===== src/rtl/pipe_mem_pkg.sv =====
// Shared types for the IF/MEM unified-memory arbiter.
// FSM state encodings and grant identifiers.
package pipe_mem_pkg;

  typedef enum logic [1:0] {
    ST_IDLE   = 2'd0,
    ST_ACCESS = 2'd1,
    ST_RESP   = 2'd2
  } state_t;

  localparam logic GNT_IF = 1'b0;
  localparam logic GNT_D  = 1'b1;

endpackage


===== src/rtl/pipe_mem_waitcnt.sv =====
// Loadable 4-bit down-counter timing the memory wait states.
// Saturates at zero; zero flag drives the ACCESS exit.
module pipe_mem_waitcnt (
  input  logic       clock,
  input  logic       reset,
  input  logic       load,
  input  logic [3:0] value,
  input  logic       dec,
  output logic       zero
);

  logic [3:0] cnt;

  always_ff @(posedge clock) begin
    if (reset) begin
      cnt <= 4'd0;
    end else if (load) begin
      cnt <= value;
    end else if (dec && cnt != 4'd0) begin
      cnt <= cnt - 4'd1;
    end
  end

  assign zero = (cnt == 4'd0);

endmodule


===== src/rtl/pipe_mem_arbiter.sv =====
// Serialises IF fetches and MEM loads/stores onto one memory port.
// Each access holds mem_en for WAIT_CYCLES, then pulses ready once.
module pipe_mem_arbiter
  import pipe_mem_pkg::*;
#(
  parameter int ADDR_W      = 32,
  parameter int DATA_W      = 32,
  parameter int WAIT_CYCLES = 2
) (
  input  logic              clock,
  input  logic              reset,
  input  logic              if_req,
  input  logic [ADDR_W-1:0] if_addr,
  output logic [DATA_W-1:0] if_rdata,
  output logic              if_ready,
  input  logic              d_req,
  input  logic              d_we,
  input  logic [ADDR_W-1:0] d_addr,
  input  logic [DATA_W-1:0] d_wdata,
  output logic [DATA_W-1:0] d_rdata,
  output logic              d_ready,
  output logic              mem_en,
  output logic              mem_we,
  output logic [ADDR_W-1:0] mem_addr,
  output logic [DATA_W-1:0] mem_wdata,
  input  logic [DATA_W-1:0] mem_rdata,
  output logic              stall_if,
  output logic              stall_d
);

  if (WAIT_CYCLES < 1 || WAIT_CYCLES > 15) begin : g_bad_wait
    $error("WAIT_CYCLES must be within 1..15");
  end

  localparam logic [3:0] CNT_LOAD = 4'(WAIT_CYCLES - 1);

  state_t            state;
  state_t            state_nx;
  logic              gnt;
  logic              take;
  logic              sel_d;
  logic              cnt_dec;
  logic              cnt_zero;
  logic              in_access;
  logic              in_resp;
  logic              we_q;
  logic [ADDR_W-1:0] addr_q;
  logic [DATA_W-1:0] wdata_q;
  logic [DATA_W-1:0] if_rdata_q;
  logic [DATA_W-1:0] d_rdata_q;

  pipe_mem_waitcnt u_waitcnt (
    .clock (clock),
    .reset (reset),
    .load  (take),
    .value (CNT_LOAD),
    .dec   (cnt_dec),
    .zero  (cnt_zero)
  );

  always_comb begin
    state_nx = state;
    take     = 1'b0;
    sel_d    = 1'b0;
    cnt_dec  = 1'b0;
    unique case (state)
      ST_IDLE: begin
        if (if_req || d_req) begin
          take     = 1'b1;
          state_nx = ST_ACCESS;
          // D wins ties unless it had the previous grant
          sel_d    = d_req && (!if_req || gnt != GNT_D);
        end
      end
      ST_ACCESS: begin
        cnt_dec = 1'b1;
        if (cnt_zero) state_nx = ST_RESP;
      end
      ST_RESP:  state_nx = ST_IDLE;
      default:  state_nx = ST_IDLE;
    endcase
  end

  always_ff @(posedge clock) begin
    if (reset) begin
      state      <= ST_IDLE;
      gnt        <= GNT_IF;
      we_q       <= 1'b0;
      addr_q     <= '0;
      wdata_q    <= '0;
      if_rdata_q <= '0;
      d_rdata_q  <= '0;
    end else begin
      state <= state_nx;
      if (take) begin
        gnt     <= sel_d ? GNT_D : GNT_IF;
        we_q    <= sel_d && d_we;
        addr_q  <= sel_d ? d_addr : if_addr;
        wdata_q <= sel_d ? d_wdata : '0;
      end
      if (in_access && cnt_zero) begin
        if (gnt == GNT_D) d_rdata_q  <= mem_rdata;
        else              if_rdata_q <= mem_rdata;
      end
    end
  end

  assign in_access = (state == ST_ACCESS);
  assign in_resp   = (state == ST_RESP);

  assign mem_en    = in_access;
  assign mem_we    = in_access && we_q;
  assign mem_addr  = in_access ? addr_q : '0;
  assign mem_wdata = in_access ? wdata_q : '0;

  assign if_ready  = in_resp && (gnt == GNT_IF);
  assign d_ready   = in_resp && (gnt == GNT_D);
  assign if_rdata  = if_rdata_q;
  assign d_rdata   = d_rdata_q;

  assign stall_if  = if_req && !if_ready;
  assign stall_d   = d_req && !d_ready;

endmodule


===== config.mk =====
export PLATFORM = sky130hd
export DESIGN_NAME = pipe_mem_arbiter
export DESIGN_NICKNAME = d
export VERILOG_FILES = /design/src/rtl/pipe_mem_pkg.sv /design/src/rtl/pipe_mem_waitcnt.sv /design/src/rtl/pipe_mem_arbiter.sv
export SDC_FILE = /design/constraint.sdc
export NUM_CORES = 1
export LEC_CHECK = 0
export BUFFER_PORTS_ARGS = -buffer_cell sky130_fd_sc_hd__buf_2
export CAP_MARGIN = 20
export CORE_MARGIN = 2
export CORE_UTILIZATION = 50
export CTS_BUF_LIST = sky130_fd_sc_hd__clkbuf_4
export DETAILED_ROUTE_END_ITERATION = 8
export GPL_ROUTABILITY_DRIVEN = 0
export PLACE_DENSITY_LB_ADDON = 0.25
export SLEW_MARGIN = 20
export SYNTH_ARGS = -nofsm -noshare
export SYNTH_HDL_FRONTEND = slang
export SYNTH_SLANG_ARGS = --single-unit

===== constraint.sdc =====
create_clock -name clock -period 2.8 [get_ports clock]
set_input_delay 0.14 -clock clock [delete_from_list [all_inputs] [get_ports clock]]
set_output_delay 0.14 -clock clock [all_outputs]
set_load 0.02 [all_outputs]

# Word level (Yosys, flattened, before mapping)
# Cells that the tools add are included.
totals:
  out_inout_bits: 134
  in_bits: 133
  ff_bits: 136
classes:
  eq_ne: 4
  n_addsub: 1
  mux: 15
  reduce_logical: 22
  bitwise_logic: 1
op_table:
  columns: ["cell", "n"]
  rows:
  - ["$mux 32", 4]
  - ["$logic_and 1x1->1", 9]
  - ["$mux 1", 8]
  - ["$reduce_and 2->1", 3]
  - ["$logic_not 4->1", 1]
  - ["$mux 2", 2]
  - ["$ne 2x2->1 const B", 2]
  - ["$pmux 2 s2", 1]
  - ["$reduce_bool 4->1", 1]
  - ["$sub 4x1->4 const B", 1]
  - ["$logic_not 1->1", 3]
  - ["$eq 2x1->1 const B", 1]
  - ["$eq 2x2->1 const B", 1]
  - ["$logic_not 2->1", 1]
  - ["$logic_or 1x1->1", 2]
  - ["$reduce_bool 2->1", 1]
  - ["$reduce_or 2->1", 1]
  - ["$not 1->1", 1]

# Depth between registers and ports, before layout
# Gate-level depths: netlist (run 1).
logic_depth:
  word_depth: 6
  depth_mapped: 7
  mapped_depth_nobuf: 5

# Modules after synthesis
# A second synthesis (run 1) with hierarchy kept.
unflattened:
  hier_cells: 663
  hier_area_um2: 5720.5
by_module_without_submodules:
  columns: ["mod", "cells_per_inst", "area_each_um2", "n_inst"]
  rows:
  - ["pipe_mem_arbiter", 634, 5457.7, 1]
  - ["pipe_mem_waitcnt", 29, 262.8, 1]

# Worst setup path before layout (run 1)
# No wires, ideal clock.
synth_path:
  kind: "flip-flop to flip-flop"
  startpoint: "register u_waitcnt.cnt[0]"
  endpoint: "register if_rdata_q[10] (netlist: if_rdata[10])"
  setup_time_ns: 0.072
  path_stages_with_launch: 7
  t_arrival_ns: 1.443
  period_less_slack_ns: 1.515
  slack_ns: 1.285
  cell_sequence: "dfxtp_1 -> inv_1 -> ha_1 -> nand4bb_1 -> nor3_2 -> buf_6 -> mux2i_1"
synth_via:
  elab_chain_cells: 3
synth_rtl:
  columns: ["item", "line_no", "text"]
  rows:
  - ["start, declared", "pipe_mem_waitcnt.sv:12", "logic [3:0] cnt;"]
  - ["start signal, assigned", "pipe_mem_waitcnt.sv:18", "cnt <= value;"]
  - ["start signal, assigned", "pipe_mem_waitcnt.sv:20", "cnt <= cnt - 4'd1;"]
  - ["$logic_not 4->1", "pipe_mem_waitcnt.sv:24", "assign zero = (cnt == 4'd0);"]
  - ["$logic_and 1x1->1", "pipe_mem_arbiter.sv:101", "if (in_access && cnt_zero) begin"]
  - ["$reduce_and 2->1 (no source line)", null, null]
  - ["end signal, assigned", "pipe_mem_arbiter.sv:103", "else if_rdata_q <= mem_rdata;"]
  - ["end, declared", "pipe_mem_arbiter.sv:49", "logic [DATA_W-1:0] if_rdata_q;"]
# No other way between the ends.
# A chain may end at the register's enable or synchronous reset.

# Final worst setup path (run 1)
layout_path:
  startpoint: "register state[1]"
  endpoint: "output mem_wdata[26]"
layout_via:
  elab_chain_cells: 2
layout_rtl:
  columns: ["item", "line_no", "text"]
  rows:
  - ["start, declared", "pipe_mem_arbiter.sv:37", "state_t state;"]
  - ["start signal, assigned", "pipe_mem_arbiter.sv:94", "state <= state_nx;"]
  - ["$eq 2x1->1", "pipe_mem_arbiter.sv:108", "assign in_access = (state == ST_ACCESS);"]
  - ["$mux 32", "pipe_mem_arbiter.sv:114", "assign mem_wdata = in_access ? wdata_q : '0;"]
  - ["end, declared", "pipe_mem_arbiter.sv:25", "output logic [DATA_W-1:0] mem_wdata,"]
# No other way between the ends.

==> impl_metrics.ini, run 1 <==
[logic_synthesis]
synth.area.top_cells = dfxtp_1, mux2i_1, nand2b_1
synth.avg_cell_area_um2 = 10.64
netlist_area_mm2 = 0.005756
synth_flop_cell = dfxtp_1
synth_warnings = 0
yosysTopAreaCell = dfxtp_1
ys_types = 32
ys_seq_area_share_pct = 47.30
syn_inst = 541
yosysMostFrequentCell = dfxtp_1
synth_fp_nets = 675
synth_edf_count = 0
yosys-top-cells-count = dfxtp_1, nand2b_1, mux2i_1
ys_ff_latch = 136
async_flop_share_pct = 0
yosysTopAreaCellShare_pct = 47.30

[timing]
worstMarginPinSlew_ns = 0.8750
drv_slew = 0
period_needed_ns = 2.418
timing.slew.headroom_pct = 41.54
tns_ns = 0
rsz0062_at_grt = no
fmax_mhz = 413.6
fin_crit_sh_pct = 86.35
final-hold-violation-count = 0
worst_slack_ns = 0.3821
setup_violations = 0
finalClockSkew_ns = 0.01355

[detailed_routing]
drc = 0
ant_nets = 0
routedWlPerCell_um = 16.91
viasPerCell = 5.189
firstDrtPassIters = 5
drt_wl_total_um = 18200
first_iter_violations = 433
vias = 5583

[power]
p_sw_w = 0.001268
vdd_drop_max_mv = 0.4026
clockPowerShare_pct = 29.3
leakage_nw = 4.308
power_density_mw_per_mm2 = 510.1
sw_frac_of_total_pct = 28.52
power.internal_w = 0.003178
comb_power_share_pct = 22.1
p_seq_share_pct = 48.7

[global_routing]
grt_pass1_wl_um = 29140
grt_max_degree = 98
grt_pass1_vias = 6006
use_met3_pct = 8.201
grt_use_met1_pct = 30.80
top_usage_layer = met2
antenna_found_initial = 0
met2_usage_pct = 52.52
grt-ovfl-total = 0
grtUsageTotal_pct = 29.46

[clocking]
cts_inserted_buffers = 17
clock_sinks = 136
cts-root-buf = clkbuf_4
htree_levels = 4
ctsResizeCount = 0
cts_tree = built
clk_pin_slew_ns = 0.10
cts_setup_buffers = 0
clock_latency_ns = 0.53
clk_path_buf_depth = 2

[job]
cap_violations = 0

[die]
die-area_mm2 = 0.01239
initial_core_util_pct = 50.84
die_h_um = 111.3
ios = 267
core_mm2 = 0.01132
die_width_um = 111.3
row_count = 39

[critical_path]
arrival_ns = 2.28
crit_required_ns = 2.66
end_kind = output pin
reg2reg_slack_ns = 0.63
critPathKind = flop to output pin
critical_path_peak_fanout = 47
start_kind = flop

[outcome]
status = complete, no violations

[hold_path]
worstHoldPathType = primary input to flop

[final_layout]
layout-drive-gt1-share_pct = 32.48
n_antenna_cell = 0
nNetsFinal = 1054
area_growth_pct = 51.46

[placement]
dp_hpwl_um = 10020
portBuffers = 266
dp_slack_ns = 0.7437
==> path summary, 6_finish.rpt <==
path	start	endpoint	cells past startpoint
worst max-delay path	state[1]$_SDFFE_PP0P_	mem_wdata[26]	5
worst min-delay path	d_req	state[0]$_SDFFE_PP0P_	4
worst max register to register	gnt$_SDFFE_PP0P_	addr_q[9]$_SDFFE_PP0P_	5
worst min register to register	addr_q[12]$_SDFFE_PP0P_	addr_q[12]$_SDFFE_PP0P_	1
==> per-layer routing <==
layer  part of all wire, %  wire, µm
met3                   7.2      1308
met4                   4.8       868
met5                     0         0
met2                    50      9132
met1                    38      6886
==> per-stage QoR <==
step	instance area [µm²]	power (W)	utilization, %	instances	hold slack, ns
6_report	8717	0.004447	77.00	1076	0.1528
5_1_grt	8717	0.004644	77.00	1076	0.1795
4_1_cts	8716	0.004436	76.99	1076	0.09049
3_5_place_dp	7137	0.002986	63.04	914	0.3622
3_3_place_gp	7137	0.002960	63.04	914	0.3567
2_1_floorplan	5756	0.002709	-	541	0.2726
==> sequential cells by signal, summed over array words and instances, names as in the netlist <==
signal / flops
gnt: 1
if_rdata: 32
addr_q: 32
wdata_q: 32
d_rdata: 32
we_q: 1
state: 2
u_waitcnt.cnt: 4
==> power groups by stage <==
stage	logic, W	registers, W	clock network [W]
after floorplan	0.000471	0.00224	0
after global placement	0.000767	0.00219	0
after detailed placement	0.000790	0.00220	0
after CTS	0.000953	0.00216	0.00133
after global routing	0.00105	0.00218	0.00141
final	0.000981	0.00216	0.00130
==> logic make-up after synthesis <==
family	count (synthesis)	synth area share, %
flip-flops	136	47.30
adder cells (fa/ha/maj)	1	0.2174
AO/OA/AOI/OAI	77	11.37
AND/OR/NAND/NOR	183	20.07
buffers and inverters	48	4.348
multiplexers	96	16.70
==> final cells by class <==
class                   count  area, µm²
flip-flops and latches    136       2723
clock buffers              19      142.6
fillers                   755       2604
well taps                 143      178.9
clock inverters            13      135.1
repair buffers            403       2710
inverters                   5      18.77
multi-input cells         357       2809
==> cells in the final DEF (no fill, tap or decap), drive strengths merged, types with 2 or more instances in the layout <==
master,instances
buf,273
dfxtp,136
dlygate4sd3,130
nand2b,98
mux2i,96
and2,65
a22o,33
o2bb2ai,32
clkbuf,19
clkinv,9
inv,5
nor3,4
bufinv,3
a21boi,3
a21oi,3
nor3b,2
nor2b,2
nor2,2
nand3b,2
o21ai,2
nand2,2
and3b,2
==> critical path: stages (launching register included) <==
cell and delay [ns]:
dfxtp_1 0.35, nand2b_1 0.23, inv_1 0.49, buf_12 0.27, and2_1 0.21, buf_2 0.19
==> timing repair <==
action                                 in CTS  in global routing
setup endpoints to repair                   0                  0
endpoints found under the hold margin     131                  0
hold buffers                              130                  0
Power figures use the tool's default switching activity.
==> inputs of run 2 (changes only) <==
RECOVER_POWER = 100   (was unset)
==> impl_metrics.ini, run 2 (synthesis gave the netlist of run 1 again) <==
[critical_path]
arrival_ns = 2.99
r2r-start = gnt$_SDFFE_PP0P_
crit_slowest_cell = clkbuf_2
crit_required_ns = 3.24
slowest_delay_ns = 0.84
r2r-end = addr_q[9]$_SDFFE_PP0P_
start_kind = flop
critical_path_peak_fanout = 32
reg2reg_depth = 5
reg2reg_slack_ns = 0.25
crit_path_cell_trace = a21boi_4 > clkbuf_2 > mux2i_1 > dlygate4sd3_1 > o2bb2ai_1
critPathKind = flop to flop
end_kind = flop

[outcome]
status = complete, but fails checks
violations = max-capacitance violations, max-slew violations

[detailed_routing]
drc = 0
ant_nets = 0
vias = 5593
viasPerCell = 5.198
routedWlPerCell_um = 16.98
firstDrtPassIters = 5
drt_wl_total_um = 18270
first_iter_violations = 338

[clocking]
clock_latency_ns = 0.54
cts-root-buf = clkbuf_4
htree_levels = 4
cts_inserted_buffers = 17
clock_sinks = 136
clk_pin_slew_ns = 0.12
cts_setup_buffers = 0
cts_tree = built
clk_path_buf_depth = 2

[timing]
setup_violations = 0
tns_ns = 0
fin_crit_sh_pct = 91.13
fmax_mhz = 391.9
worstMarginPinSlew_ns = 1.506
finalClockSkew_ns = 0.01786
rsz0062_at_grt = no
final-hold-violation-count = 0
worst_slack_ns = 0.2482
drv_slew = 30
period_needed_ns = 2.552
timing.slew.headroom_pct = -0.3955

[power]
leakage_nw = 3.783
p_sw_w = 0.001277
power_density_mw_per_mm2 = 518.2
sw_frac_of_total_pct = 28.80
power.internal_w = 0.003157
comb_power_share_pct = 21.7
clockPowerShare_pct = 29.5
p_seq_share_pct = 48.9
vdd_drop_max_mv = 0.4024

[die]
die_width_um = 111.3
die_h_um = 111.3
die-area_mm2 = 0.01239
initial_core_util_pct = 50.84
ios = 267
row_count = 39
core_mm2 = 0.01132

[global_routing]
grt_pass1_wl_um = 29140
grt_max_degree = 98
antenna_found_initial = 0
grt-ovfl-total = 0
grt_pass1_vias = 6006
grtUsageTotal_pct = 29.46

[hold_path]
hold_path_end = state[0]$_SDFFE_PP0P_
worstHoldPathType = primary input to flop
hp-start = d_req
hold_depth = 4

[final_layout]
n_antenna_cell = 0
nNetsFinal = 1054
fin_cells = 1076
area_growth_pct = 48.65
layout-drive-gt1-share_pct = 19.72
stdcell_area_mm2 = 0.008556
final_common_cell = buf_2
final_cell_mix = buf_2, dfxtp_1, dlygate4sd3_1

[placement]
place_area_mm2 = 0.007137
portBuffers = 266
dp_hpwl_um = 10020
post-place-cells = 914
dp_slack_ns = 0.7437

[job]
cap_violations = 1
## run 2: changes by cell type in the layout (fill, tap and decap cells not counted)
cell      before  now
a21boi_0       0    1
a21oi_4        1    0
and2_0         0   14
clkbuf_2       0    2
buf_2        266  147
a21boi_1       2    1
buf_4          5    3
and2_1        65   51
clkbuf_1       0  119
a21oi_2        0    1
## run 2: layout make-up
class	instances	area (µm²)
Sequential cell	136	2723
Multi-Input combinational cell	357	2801
Inverter	5	18.77
Clock inverter	13	135.1
Timing Repair Buffer	403	2556
Fill cell	823	2765
Clock buffer	19	142.6
Tap cell	143	178.9
## run 2: repair_timing
item	CTS	global route
gates resized for setup	0	0
hold endpoints to repair	131	0
hold buffers	130	0
## run 2: power groups by stage
stage          Combinational, W  Clock (W)  Sequential (W)
6_report               0.000960    0.00131         0.00217
2_1_floorplan          0.000471          0         0.00224
3_3_place_gp           0.000767          0         0.00219
4_1_cts                0.000953    0.00133         0.00216
5_1_grt                 0.00103    0.00141         0.00218
3_5_place_dp           0.000790          0         0.00220
## run 2: worst max path at each step
stage                                        from                        end  slack, ns  depth (start not counted)
global route                     gnt$_SDFFE_PP0P_    addr_q[31]$_SDFFE_PP0P_       0.10                          5
global placement            state[1]$_SDFFE_PP0P_   wdata_q[20]$_SDFFE_PP0P_       0.84                          3
detailed placement          state[0]$_SDFFE_PP0P_   wdata_q[20]$_SDFFE_PP0P_       0.74                          3
finish                           gnt$_SDFFE_PP0P_     addr_q[9]$_SDFFE_PP0P_       0.25                          5
floorplan           u_waitcnt.cnt[0]$_SDFFE_PP0P_  if_rdata[10]$_SDFFE_PP0P_       1.29                          6
CTS                         state[1]$_SDFFE_PP0P_              mem_wdata[26]       0.35                          5
## run 2: stage by stage
stage          total power [W]  hold WS [ns]  utilization [%]
6_report              0.004434        0.1088            75.57
5_1_grt               0.004625        0.1306            75.57
4_1_cts               0.004436       0.09049            76.99
3_5_place_dp          0.002986        0.3622            63.04
3_3_place_gp          0.002960        0.3567            63.04
2_1_floorplan         0.002709        0.2726                -
## run 2: worst max-delay path: cells and delay by family, from the launching register on
family,cells,cell delay [ns]
AO/OA/AOI/OAI,2,0.22
buffers and inverters,2,1.45
flip-flops,1,0.41
multiplexers,1,0.36
## run 2: routing by layer
metal,global-route usage (%),share of wire [%]
met1,30.80,38
met2,52.52,50
met3,8.201,6.9
met4,17.37,4.7
met5,0,0
==> inputs of run 3 (changes only) <==
ABC_AREA = 1   (was unset)
==> impl_metrics.ini, run 3 <==
[outcome]
status = complete, no violations

[global_routing]
grt-ovfl-total = 0
antenna_found_initial = 1
grtUsageTotal_pct = 29.66
grt_pass1_wl_um = 34490
grt_max_degree = 68
grt_pass1_vias = 7555

[logic_synthesis]
synth_xor_area_share_pct = 0
netlist_area_mm2 = 0.006705
ys_ff_latch = 136
yosysTopAreaCellShare_pct = 40.60
synth.area.top_cells = dfxtp_1, inv_1, nand2_1
ys_seq_area_share_pct = 40.60
yosysMostFrequentCell = inv_1
yosysTopAreaCell = dfxtp_1
synth-simple-area-share_pct = 32.15
synth_flop_cell = dfxtp_1
synth_warnings = 0
synth_fp_nets = 1203
synthMuxAreaShare_pct = 0
yosys-top-cells-count = inv_1, nand2_1, nor2_1
synth.avg_cell_area_um2 = 6.272
ys_types = 22
synth_edf_count = 0
synth_compound_area_share_pct = 5.318
async_flop_share_pct = 0
synth_top_family_by_area = simple AND/OR/NAND/NOR gates
synthAdderAreaFrac_pct = 0.1866
syn_inst = 1069

[clocking]
cts_tree = built
clock_sinks = 136
cts-root-buf = clkbuf_4
clk_pin_slew_ns = 0.11
clock_latency_ns = 0.56
htree_levels = 4
cts_inserted_buffers = 17
clk_path_buf_depth = 2
cts_setup_buffers = 0

[critical_path]
r2r-start = gnt$_SDFFE_PP0P_
end_kind = output pin
crit_required_ns = 2.66
reg2reg_slack_ns = 0.23
slowest_delay_ns = 0.60
start_kind = flop
critPathLaunch = state[1]$_SDFFE_PP0P_
critPathKind = flop to output pin
critical_path_peak_fanout = 41
crit_slowest_cell = nand2_1
arrival_ns = 2.44
crit_path_cell_trace = inv_1 > nand2_1 > buf_12 > nor2_1 > clkbuf_1

[detailed_routing]
first_iter_violations = 574
firstDrtPassIters = 5
vias = 7878
drc = 0
routedWlPerCell_um = 13.16
ant_nets = 0
drt_wl_total_um = 21320
viasPerCell = 4.863

[timing]
worstMarginPinSlew_ns = 1.074
finalClockSkew_ns = 0.007996
holdWs_ns = 0.1676
fmax_mhz = 388.2
period_needed_ns = 2.576
timing.slew.headroom_pct = 28.24
tns_ns = 0
final-hold-violation-count = 0
setup_violations = 0
fin_crit_sh_pct = 92.00
rsz0062_at_grt = no
worst_slack_ns = 0.2241
drv_slew = 0

[hold_path]
hp-start = if_req
worstHoldPathType = primary input to flop

[power]
power.internal_w = 0.003169
design_power_total_w = 0.005014
power_density_mw_per_mm2 = 529.5
vdd_drop_max_mv = 0.2787
comb_power_share_pct = 32.4
sw_frac_of_total_pct = 36.80
p_sw_w = 0.001845
leakage_nw = 4.682
p_seq_share_pct = 44.8
clockPowerShare_pct = 22.9

[placement]
dp_slack_ns = 0.8363
portBuffers = 266
place_area_mm2 = 0.008088
dp_hpwl_um = 11980

[final_layout]
stdcell_area_mm2 = 0.009469
fill_cells = 1157
nNetsFinal = 1564
final_cell_mix = inv_1, nand2_1, buf_2
final-seq-area_mm2 = 0.002723
multi_input_area_mm2 = 0.002532
final_common_cell = inv_1
layout-drive-gt1-share_pct = 14.07
area_growth_pct = 41.22

[die]
ios = 267
initial_core_util_pct = 50.83
core_mm2 = 0.01319
row_count = 42
die_h_um = 119.8
die_width_um = 119.8
die-area_mm2 = 0.01435

[job]
cap_violations = 0
-- run 3: cell count changes after synthesis, moves of 33 or more --
cell      change
nand4_1      +97
mux2i_1      -96
nand2_1     +215
nand2b_1     -98
nor2_1      +136
o21ai_0      +53
and2_1       -65
a22o_1       -33
inv_1       +295
-- run 3: power by group through the flow --
stage | clock network [W] | registers (W) | logic, W
after detailed placement | 0 | 0.00228 | 0.00144
after global routing | 0.00125 | 0.00227 | 0.00180
final | 0.00115 | 0.00225 | 0.00162
after CTS | 0.00117 | 0.00224 | 0.00162
after floorplan | 0 | 0.00237 | 0.000922
after global placement | 0 | 0.00228 | 0.00142
-- run 3: per-layer routing --
| layer | vias to the layer above | part of all wire, % | GRT usage (%) | routed length, µm |
|---|---|---|---|---|
| li1 | 3888 | - | - | - |
| met1 | 3535 | 39 | 33.16 | 8376 |
| met2 | 361 | 49 | 51.68 | 10550 |
| met3 | 94 | 6.9 | 7.510 | 1468 |
| met4 | 0 | 4.3 | 15.88 | 923 |
| met5 | - | 0 | 0 | 0 |
-- run 3: layout make-up --
type	count	share of cell area [%]
inverters	302	11.97
multi-input cells	563	26.74
repair buffers	410	27.70
flip-flops and latches	136	28.75
clock buffers	20	1.586
clock inverters	12	0.8985
well taps	176	2.326
diodes	1	0.02643
-- run 3: cell families (layout without fill, tap and decap cells) --
logic type,after synthesis,in the layout
DFF,136,136
other,0,1
AOI/OAI and AO/OA,71,71
and+or+nand+nor,491,491
buffers and inverters,370,744
adders and majority gates,1,1
-- run 3: stage by stage --
| step | cells | util [%] |
|---|---|---|
| after floorplan | 1069 | - |
| after global placement | 1456 | 61.32 |
| after detailed placement | 1456 | 61.32 |
| after CTS | 1619 | 73.04 |
| after global routing | 1620 | 71.79 |
| final | 1620 | 71.79 |
-- run 3: path summary, 6_finish.rpt --
| check | endpoint | cells past startpoint |
|---|---|---|
| worst max-delay path | mem_addr[4] | 5 |
| worst min-delay path | u_waitcnt.cnt[2]$_SDFFE_PP0P_ | 6 |
| worst max register to register | addr_q[24]$_SDFFE_PP0P_ | 7 |
| worst min register to register | wdata_q[9]$_SDFFE_PP0P_ | 2 |
-- run 3: timing repair --
item	4_1_cts	5_1_grt
hold buffers	131	0
endpoints found under the hold margin	132	0
endpoints found under the setup margin	0	0
resized for setup	0	0
-- run 3: worst max-delay path: cells and delay by family (launching register included) --
kind	cells	cell delay [ns]
DFF	1	0.37
and+or+nand+nor	2	0.73
buffers and inverters	3	0.76
